### src/rtl/uart_tx_engine.sv
// UART transmit engine: frames a byte as start, 7/8 data bits (LSB first),
// optional parity and stop bits, and shifts it out on TX at BAUD_DIV clocks per bit.
//
// state | meaning
// IDLE  | line high, TXRDY=1, waiting for LOAD
// SHIFT | frame in flight, one bit every BAUD_DIV cycles
module uart_tx_engine #(
    parameter int BAUD_DIV = 5208
) (
    input  logic       clk,
    input  logic       rst,
    input  logic       EIGHT,
    input  logic       PEN,
    input  logic       OHEL,
    input  logic       LOAD,
    input  logic [7:0] OUT_PORT,
    output logic       TX,
    output logic       TXRDY,
    output logic       DONE
);
    localparam int         FRAME_BITS = 11;
    localparam logic [19:0] BAUD_LAST = 20'(BAUD_DIV - 1);
    localparam logic [3:0]  BIT_LAST  = 4'(FRAME_BITS - 1);

    typedef enum logic {IDLE, SHIFT} state_t;

    state_t      state, state_nxt;
    logic [10:0] sr, sr_nxt;
    logic [19:0] baud_cnt, baud_nxt;
    logic [3:0]  bit_cnt, bit_nxt;
    logic        done_q, done_nxt;
    logic        parity;
    logic [10:0] frame;

    always_comb begin
        parity = (EIGHT ? ^OUT_PORT : ^OUT_PORT[6:0]) ^ OHEL;
        case ({EIGHT, PEN})
            2'b11:   frame = {1'b1, parity, OUT_PORT, 1'b0};
            2'b10:   frame = {2'b11, OUT_PORT, 1'b0};
            2'b01:   frame = {2'b11, parity, OUT_PORT[6:0], 1'b0};
            default: frame = {3'b111, OUT_PORT[6:0], 1'b0};
        endcase
    end

    always_comb begin
        state_nxt = state;
        sr_nxt    = sr;
        baud_nxt  = baud_cnt;
        bit_nxt   = bit_cnt;
        done_nxt  = 1'b0;
        case (state)
            IDLE: begin
                if (LOAD) begin
                    sr_nxt    = frame;
                    baud_nxt  = '0;
                    bit_nxt   = '0;
                    state_nxt = SHIFT;
                end
            end
            SHIFT: begin
                if (baud_cnt == BAUD_LAST) begin
                    baud_nxt = '0;
                    sr_nxt   = {1'b1, sr[10:1]};
                    bit_nxt  = bit_cnt + 4'd1;
                    // end of the last bit time: back to idle with a one-cycle DONE
                    if (bit_cnt == BIT_LAST) begin
                        state_nxt = IDLE;
                        done_nxt  = 1'b1;
                    end
                end else begin
                    baud_nxt = baud_cnt + 20'd1;
                end
            end
            default: state_nxt = IDLE;
        endcase
    end

    always_ff @(posedge clk) begin
        if (rst) begin
            state    <= IDLE;
            sr       <= '1;
            baud_cnt <= '0;
            bit_cnt  <= '0;
            done_q   <= 1'b0;
        end else begin
            state    <= state_nxt;
            sr       <= sr_nxt;
            baud_cnt <= baud_nxt;
            bit_cnt  <= bit_nxt;
            done_q   <= done_nxt;
        end
    end

    assign TX    = sr[0];
    assign TXRDY = (state == IDLE);
    assign DONE  = done_q;
endmodule

### config.mk
export PLATFORM = sky130hd
export DESIGN_NAME = uart_tx_engine
export DESIGN_NICKNAME = d
export VERILOG_FILES = /design/src/rtl/uart_tx_engine.sv
export SDC_FILE = /design/constraint.sdc
export NUM_CORES = 1
export LEC_CHECK = 0
export ABC_CLOCK_PERIOD_IN_PS = 2200
export BUFFER_PORTS_ARGS = -buffer_cell sky130_fd_sc_hd__buf_4
export CORE_MARGIN = 2
export CORE_UTILIZATION = 55
export DETAILED_ROUTE_END_ITERATION = 7
export GPL_ROUTABILITY_DRIVEN = 0
export PLACE_DENSITY = 0.78
export REMOVE_ABC_BUFFERS = 1
export SLEW_MARGIN = 20
export SYNTH_ARGS = -nofsm -noshare
export SYNTH_HDL_FRONTEND = slang
export SYNTH_SLANG_ARGS = --single-unit
### constraint.sdc
create_clock -name clk -period 2.2 [get_ports clk]
set_input_delay 0 -clock clk [delete_from_list [all_inputs] [get_ports clk]]
set_output_delay 0 -clock clk [all_outputs]
set_load 0.1 [all_outputs]
==> impl_results.md <==
* Status: completed
* GRT Util Overall at between 20% and 30%
* Synthesized area at roughly 0.0020 mm²
* Reg2reg setup slack at 0.26 ns
* Synth Flop Type: dfxtp_1
* Hold path depth at 2
* Worst Hold Class: input pin to flip-flop
* Antenna viol nets, final at 0
* Die H at between 60 and 70 µm
* Max Cap Viol at 0
* Layout cells sized above 1 at between 15 and 20%
* CTS max path bufs at 2
* Max stage delay cell, worst path: dfxtp_1
* Worst Tran Pin Value at 0.4535 ns
* Non-Filler Instances at 294
* DP HPWL at ~2900 µm
* Die area at ~0.0042 mm²
* Area added between synthesis and finish at 12.79%
* Hold_ws at between 0.1 and 0.15 ns
* DRT Pass-1 Iters at 4
* WL final at 4177 µm
* Nets at about 270
* TritonCTS clock tree: done
* CTS Buf Count at 5
* CP startpoint kind: flip-flop
* Final Cycle Share at roughly 90%
* First-pass GRT wire length at between 7000 and 8000 µm
* Post-CTS Hold Buffers at 0
* Grt total ovfl at 0
* Final Hold Viols at 0
* Final TNS setup at 0 ns
* Ordered cell list for the critical path: ha_1 -> and2_1 -> nand4_2 -> o21a_1 -> buf_4 -> o21ai_0 -> a311oi_1
* Routed vias/inst at between 6 and 7
* CP Depth at 7
* Maximum vdd drop at roughly 450 µV
* Clock Sinks at 36
* Max-slew violations at 0
* Reg2Reg Depth at 7
* Fillers at ~310
* 1st-iter DRT viols at approximately 160
* Most area-hungry cell type in the Yosys netlist: dfxtp_1
* Cells after Synth at between 200 and 250
* Largest net degree at the start of global routing at 40
* Top-count cell post-synth: dfxtp_1
* Library cells used by synthesis at 50
* Diodes inserted at 0
* Die Width at about 65 µm
* Fmax at 516.5 MHz
* H-tree depth at 2
* Synth area leaders: dfxtp_1 36%, a311oi_1 4.3%, ha_1 4.3%
* Final WS setup at 0.2640 ns
* Clk slew on worst S/H paths at 0.07 ns
* CP arrival at ~2.1 ns
* Yosys warning count at 0
* PortBufs at 16
* Register bit total from synthesis at 36
* Boundary Pins at 17
* Synth top area share at 35.60%
* Post-cts gate resize count at 0
* Syn Area/Cell at approximately 9 µm²
* PwrDens at between 600 and 700 mW/mm²
* Crit-path max cell delay at between 0.3 and 0.4 ns
* Wirelength per Cell at between 10 and 15 µm
* Total leakage power at a little over 0.0008 µW
* Clock Latency Late Sink at ~0.29 ns
* Initial antenna violation count at 0
* Setup violations, final at 0
* Site Rows at 22
* CP top delay family: compound AO/OA/AOI/OAI gates
* Place WS at 0.3487 ns
* Core ar. at ~0.0036 mm²
* Placed cell count at about 290
* Slew Limit Headroom at between 60% and 70%
* Post-synth EDFFs at 0
* Crit Path Class: flip-flop to flip-flop
* Clock Tree Root: clkbuf_8
* Post-route DRC at 0
* Post-CTS setup buffers at 0
* Seq/Total Area, Yosys at approximately 36%
* WP data required at between 2 and 2.5 ns
* RSZ-0062 raised after global routing: false
* Tmin final at approximately 1.9 ns
* Vias in the first global route at 1,727
* Worst Skew at around 0.005 ns
* CP bufs+invs at 1
* Nature of the critical path endpoint: flip-flop
* Crit path max fanout at 30
* DR vias at roughly 1,800
* Top cell types by occurrence after synthesis: 36 x dfxtp_1, 23 x nand2_1, 16 x a21oi_1
* Async SR Flop Fraction at 0%
* Initial core utilization at between 50% and 60%
through the flow:
stage	cell area (µm²)	power, µW	util, %
2_1_floorplan	1932	827.0	-
3_3_place_gp	2157	896.5	59.82
3_5_place_dp	2157	899.9	59.82
4_1_cts	2283	1531	63.32
5_1_grt	2283	1576	63.32
6_report	2283	1519	63.32
flip-flops by register name, indices dropped and copies added (netlist names):
signal    count
baud_cnt     20
DONE          1
state         1
bit_cnt       4
sr           10
layout by cell type, fill, tap and decap left out, types with 2 or more instances in the layout:
cell type  netlist  final
dfxtp_1         36     36
nand2_1         23     23
buf_4            1     22
a21oi_1         16     16
o21ai_0         12     12
nand3_1         11     11
a311oi_1        10     10
nor2_1           9      9
mux2i_1          8      8
nor3_1           8      8
inv_1            7      7
a211o_1          7      7
ha_1             7      7
clkbuf_8         0      7
xnor2_1          6      6
and3_1           6      6
a31oi_1          6      6
a41oi_1          5      5
nand3b_1         4      4
or3_1            3      3
nor4_1           2      2
nor3_2           2      2
nand2b_1         2      2
nand4_1          2      2
a211oi_1         2      2
o32ai_1          2      2
path summary, 6_finish.rpt:
path               start      endpoint
min                  rst          DONE
max          baud_cnt[0]  baud_cnt[10]
max reg2reg  baud_cnt[0]  baud_cnt[10]
min reg2reg        sr[2]         sr[2]
cell families after synthesis:
kind of cell	after synthesis	synth area share [%]
AND/OR/NAND/NOR	85	24.10
flip-flops	36	35.60
XOR/XNOR	7	3.708
AO/OA/AOI/OAI	66	22.44
adder cells (fa/ha/maj)	7	4.326
buffers and inverters	22	5.871
multiplexers	8	3.956
layout make-up:
class | count | area, µm² | share of cell area, %
inverters | 7 | 26.28 | 1.151
multi-input cells | 173 | 1185 | 51.89
well taps | 48 | 60.06 | 2.630
clock buffers | 7 | 96.34 | 4.219
repair buffers | 22 | 165.2 | 7.233
flip-flops and latches | 36 | 720.7 | 31.56
clock inverters | 1 | 30.03 | 1.315
per-layer routing:
| layer | track usage, % | wire length [µm] | vias to the layer above |
|---|---|---|---|
| met5 | 0 | 0 | - |
| met3 | 4.688 | 116 | 8 |
| met2 | 39.32 | 2074 | 30 |
| li1 | - | - | 904 |
| met1 | 28.09 | 1924 | 865 |
| met4 | 10.37 | 62 | 0 |
worst register-to-register path, stage by stage (launching register included):
cell      delay (ns)
dfxtp_1         0.34
ha_1            0.24
and2_1          0.20
nand4_2         0.14
o21a_1          0.16
buf_4           0.29
o21ai_0         0.16
a311oi_1        0.31
power breakdown:
part | internal [µW] | switching, µW | leakage, µW
clock | 400 | 234 | 0.0000645
combinational | 84.1 | 115 | 0.000448
sequential | 672 | 14.3 | 0.000293
No activity file was read; power rests on OpenSTA's default activity.
